## src/rtl/data_serialize.sv

```systemverilog
`default_nettype none
// ============================================================================
// Module   : data_serialize
// Brief    : Latches a packed frame of COUNT words and replays it one word per
//            slot index, each word/index pair held for HOLD clocks.
// Revision : 1.0
// ============================================================================
module data_serialize #(
    parameter int WIDTH = 11,
    parameter int COUNT = 64,
    parameter int HOLD  = 2
) (
    input  logic                     clk,
    input  logic                     rst,
    input  logic                     start,
    input  logic [WIDTH*COUNT-1:0]   frame_in,
    output logic [WIDTH-1:0]         data,
    output logic [5:0]               dataChange,
    output logic                     busy,
    output logic                     done
);

    localparam int              HW        = $clog2(HOLD) + 1;
    localparam logic [HW-1:0]   HOLD_LAST = HW'(HOLD - 1);
    localparam logic [HW-1:0]   HOLD_ONE  = HW'(1);
    localparam logic [5:0]      IDX_LAST  = 6'(COUNT - 1);

    typedef enum logic [0:0] {
        ST_IDLE = 1'b0,
        ST_SEND = 1'b1
    } state_t;

    state_t                   state_q,  state_d;
    logic [HW-1:0]            hold_q,   hold_d;
    logic [5:0]               idx_q,    idx_d;
    logic [WIDTH-1:0]         data_q,   data_d;
    logic [WIDTH*COUNT-1:0]   shadow_q, shadow_d;
    logic                     busy_q,   busy_d;
    logic                     done_q,   done_d;
    logic [5:0]               next_idx;

    assign next_idx = idx_q + 6'd1;

    always_comb begin
        state_d  = state_q;
        hold_d   = hold_q;
        idx_d    = idx_q;
        data_d   = data_q;
        shadow_d = shadow_q;
        busy_d   = busy_q;
        done_d   = 1'b0;
        case (state_q)
            ST_IDLE: begin
                if (start) begin
                    shadow_d = frame_in;
                    idx_d    = 6'd0;
                    data_d   = frame_in[0 +: WIDTH];
                    hold_d   = '0;
                    busy_d   = 1'b1;
                    state_d  = ST_SEND;
                end
            end
            ST_SEND: begin
                if (hold_q != HOLD_LAST) begin
                    hold_d = hold_q + HOLD_ONE;
                end else if (idx_q != IDX_LAST) begin
                    // Word and index advance together so the receiver sees one change per word
                    idx_d  = next_idx;
                    data_d = shadow_q[int'(next_idx) * WIDTH +: WIDTH];
                    hold_d = '0;
                end else begin
                    state_d = ST_IDLE;
                    busy_d  = 1'b0;
                    done_d  = 1'b1;
                end
            end
            default: state_d = ST_IDLE;
        endcase
    end

    // Idle index is COUNT-1 so that leaving reset looks like "no change" downstream
    always_ff @(posedge clk or posedge rst) begin
        if (rst) begin
            state_q  <= ST_IDLE;
            hold_q   <= '0;
            idx_q    <= IDX_LAST;
            data_q   <= '0;
            shadow_q <= '0;
            busy_q   <= 1'b0;
            done_q   <= 1'b0;
        end else begin
            state_q  <= state_d;
            hold_q   <= hold_d;
            idx_q    <= idx_d;
            data_q   <= data_d;
            shadow_q <= shadow_d;
            busy_q   <= busy_d;
            done_q   <= done_d;
        end
    end

    assign data       = data_q;
    assign dataChange = idx_q;
    assign busy       = busy_q;
    assign done       = done_q;

endmodule
`default_nettype wire

```

## config.mk

```make
export PLATFORM = sky130hd
export DESIGN_NAME = data_serialize
export DESIGN_NICKNAME = d
export VERILOG_FILES = /design/src/rtl/data_serialize.sv
export SDC_FILE = /design/constraint.sdc
export NUM_CORES = 2
export LEC_CHECK = 0
export CAP_MARGIN = 40
export CELL_PAD_IN_SITES_DETAIL_PLACEMENT = 2
export CELL_PAD_IN_SITES_GLOBAL_PLACEMENT = 2
export CORE_UTILIZATION = 28
export DETAILED_ROUTE_END_ITERATION = 16
export GPL_TIMING_DRIVEN = 0
export PLACE_DENSITY = 0.88
export RECOVER_POWER = 50
export SLEW_MARGIN = 40
export SYNTH_ARGS = -nofsm -noshare
export SYNTH_HDL_FRONTEND = slang
export SYNTH_SLANG_ARGS = --single-unit
```

## constraint.sdc

```tcl
create_clock -name clk -period 24.4 [get_ports clk]
set_input_delay 4.88 -clock clk [delete_from_list [all_inputs] [get_ports clk]]
set_output_delay 4.88 -clock clk [all_outputs]
set_load 0.05 [all_outputs]
```

==> impl_metrics.yaml <==
run_status:
  result_of_the_run: "complete, but fails checks"
  failed_checks: "max-capacitance violations, max-slew violations"
synthesis:
  synth_nets: 4194
  synth_cell_types: 40
  synth_cells: 3486
  synth.cell_area_sq_mm: 0.03279
  yosys.cell_count.top_type: "sky130_fd_sc_hd__nand2_1"
  register_area_share_after_synthesis_pct: 55.43
  synth_largest_type_area_fraction_pct: 54.95
  synth_enable_flop_cells: 0
  synth_async_sr_flop_share_pct: 100.0
  synth_top_cell_by_area: "sky130_fd_sc_hd__dfrtp_1"
  syn-mean-instance-area_sq_um: 9.405
  yosysWarnings: 0
  synth_seq_cells: 726
  synth-main-ff-cell: "sky130_fd_sc_hd__dfrtp_1"
  ys_top_cells_by_count: "2,161 x sky130_fd_sc_hd__nand2_1, 720 x sky130_fd_sc_hd__dfrtp_1, 185 x sky130_fd_sc_hd__mux4_2, 166 x sky130_fd_sc_hd__clkbuf_1, 29 x sky130_fd_sc_hd__buf_2"
  synth_area_leaders: "sky130_fd_sc_hd__dfrtp_1 55%, sky130_fd_sc_hd__nand2_1 25%, sky130_fd_sc_hd__mux4_2 13%"
clock_tree:
  clock_tree_from_tritoncts: "done"
  clock_sinks: 726
  cts_setup_buffers: 0
  cts.repair.resized: 0
  cts.reportedPaths.clkPinSlew_ns: 0.06
  clock_path_buffers: 3
  htree_num_levels: 3
  holdBufCountCts: 0
  clock-root-buffer: "sky130_fd_sc_hd__clkbuf_16"
  number_of_buffers_created_by_cts: 86
  insertion_delay_ns: 0.68
die:
  io-pin-count: 726
  placementRows: 125
  die_area_sq_mm: 0.1185
  die_w_um: 344.2
  die_h_um: 344.2
  core_area_sq_mm: 0.1162
  initial_core_util_pct: 28.21
global_route:
  first_global_vias: 35390
  grt_start_max_net_pins: 26
  grt_first_pass_wirelength_um: 249200
  initial_antenna_violation_count: 33
  gr-usage-all-layers_pct: 29.41
  grt_overflow_total: 0
worst_setup_path:
  arrival_ns: 14.51
  r2r_slack_ns: 20.10
  cp_data_required_time_ns: 24.89
  end_kind: "asynchronous set/reset pin"
  timing.critical_path.fanout_max: 25
  worst_r2r_endpoint: "data[3]"
  reg2reg_depth: 7
  worstReg2RegStart: "dataChange[1]"
  start_kind: "primary input"
  worstSetupStartpoint: "rst"
  crit_end: "shadow_q[49]"
  setup.worst_path.class: "primary input to asynchronous set/reset pin"
power_and_ir_drop:
  pwrdens_mw_per_mm2: 106.6
  power.combinational.fraction_pct: 41.2
  leakagePower_nw: 21.56
  swShare_pct: 38.67
  p_clk_share_pct: 28.1
  netSwitchingPower_mw: 1.860
  peakVddDrop_uv: 54.40
  power_frac_seq_pct: 30.6
  cellInternalPower_mw: 2.949
layout:
  post-route-cell-area_sq_mm: 0.04511
  area_growth_from_synthesis_to_layout_pct: 37.59
  finalNetCount: 5046
  nFillCells: 12580
  drive_gt1_share_pct: 8.928
detailed_routing:
  wl_cell_um: 29.58
  via_per_instance_ratio: 5.128
  count_of_routing_violations_after_the_opening_detailed_route_iteration: 1563
  route.vias.total: 30458
  drtPass1Iterations: 7
  ant_nets: 0
  finalWirelength_um: 175700
  remaining_drc_errors: 0
timing:
  finalHoldViolCount: 0
  finalCriticalPeriod_ns: 14.02
  worst-slew-pin-transition_ns: 1.523
  rsz0062_at_grt: "no"
  skew_ns: 0.02907
  max_slew_margin_pct: -1.507
  setup-tns-final_ns: 0
  achievable-frequency_mhz: 71.33
  setup-violations-final: 0
  post-route-period-util_pct: 57.46
  number_of_max_slew_violations_in_the_final_report: 26
placement:
  finalWeightedCongestion: 0.8772
  placed_cell_area_sq_mm: 0.04290
  place.port_buffers: 725
  place.detailed.hpwl_um: 134600
worst_hold_path:
  worst_hold_path_type: "flip-flop to flip-flop"
job:
  cap_violations: 1
[flip-flops by register name, summed over array words and instances (netlist names)]
signal / count
dataChange: 6
busy: 1
done: 1
shadow_q: 704
hold_q: 2
state_q: 1
data: 11
[routing by layer]
layer | wire (um) | part of all wire (%) | vias to the layer above | GRT usage, %
met5 | 209 | 0.12 | - | 0
met4 | 9089 | 5.2 | 30 | 14.02
met3 | 10080 | 5.7 | 427 | 6.090
met2 | 88820 | 51 | 1206 | 51.75
met1 | 67520 | 38 | 15896 | 34.04
li1 | - | - | 12899 | -
[worst max-delay path: stages]
cell and delay [ns]:
sky130_fd_sc_hd__dlygate4sd3_1 0.55, sky130_fd_sc_hd__clkinvlp_2 0.27, sky130_fd_sc_hd__clkbuf_1 0.75, sky130_fd_sc_hd__clkbuf_1 0.84, sky130_fd_sc_hd__clkbuf_1 1.01, sky130_fd_sc_hd__clkbuf_1 0.98, sky130_fd_sc_hd__clkbuf_1 0.86, sky130_fd_sc_hd__clkbuf_1 1.14
sky130_fd_sc_hd__clkbuf_1 1.05, sky130_fd_sc_hd__clkbuf_1 0.94, sky130_fd_sc_hd__clkbuf_1 1.18
[cells in the final DEF (no fill, tap or decap), drive strengths merged, types with 5 or more instances in the layout]
cell           netlist  routed
diode                0      14
dfstp                6       6
a221o               10      10
clkinvlp             0       7
bufinv               0       5
dfrtp              720     720
o21ai               28      28
a31oi               11      11
clkdlybuf4s50        0     720
or3                 13      13
nand2             2161    2161
clkbuf             167     331
o2111ai             10      10
clkinv               0      13
buf                 52      57
mux2i               28      28
mux4               186     186
nand3               28      28
nor2                13      13
a22o                22      22
[power groups by stage]
stage               registers [mW]  logic, mW  clock network, mW
finish                        1.47       1.98               1.35
global route                  1.48       2.08               1.41
CTS                           1.47       2.02               1.37
detailed placement            1.49       1.99                  0
global placement              1.47       1.93                  0
floorplan                     1.49       1.07                  0
[per-stage QoR]
stage	util, %	setup slack (ns)	hold WS, ns	power [mW]	instances
2_1_floorplan	-	9.579	0.4373	2.562	3486
3_3_place_gp	36.10	4.432	0.4520	3.399	5735
3_5_place_dp	36.91	16.15	0.4612	3.476	5773
4_1_cts	39.39	16.87	0.4748	4.856	5925
5_1_grt	38.81	9.112	0.4869	4.970	5935
6_report	38.82	10.38	0.4709	4.808	5940
[how the worst min path moves through the flow]
stage / start / depth (start not counted) / end / slack [ns]
floorplan: shadow_q[339] / 2 / shadow_q[339] / 0.44
global placement: shadow_q[270] / 2 / shadow_q[270] / 0.45
detailed placement: shadow_q[505] / 2 / shadow_q[505] / 0.46
CTS: shadow_q[137] / 2 / shadow_q[137] / 0.47
global route: shadow_q[83] / 2 / shadow_q[83] / 0.49
finish: shadow_q[137] / 2 / shadow_q[137] / 0.47
[cell type report]
cell class	instances	area (sq um)	share of cell area (%)
Sequential cell	726	18170	40.29
Multi-Input combinational cell	2538	13690	30.34
Timing Repair Buffer	764	7471	16.56
Clock buffer	127	2580	5.719
Tap cell	1524	1907	4.227
Buffer	219	947.2	2.100
Clock inverter	25	295.3	0.6546
Antenna cell	14	35.03	0.07766
Inverter	3	12.51	0.02774
[logic make-up after synthesis]
logic type,count (synthesis),synth area share (%)
multiplexers,214,13.64
XOR/XNOR,6,0.2061
AND/OR/NAND/NOR,2228,25.81
AO/OA/AOI/OAI,89,1.973
flip-flops,726,55.43
buffers and inverters,222,2.896
adder cells (fa/ha/maj),1,0.03816
Power figures use the tool's default switching activity.
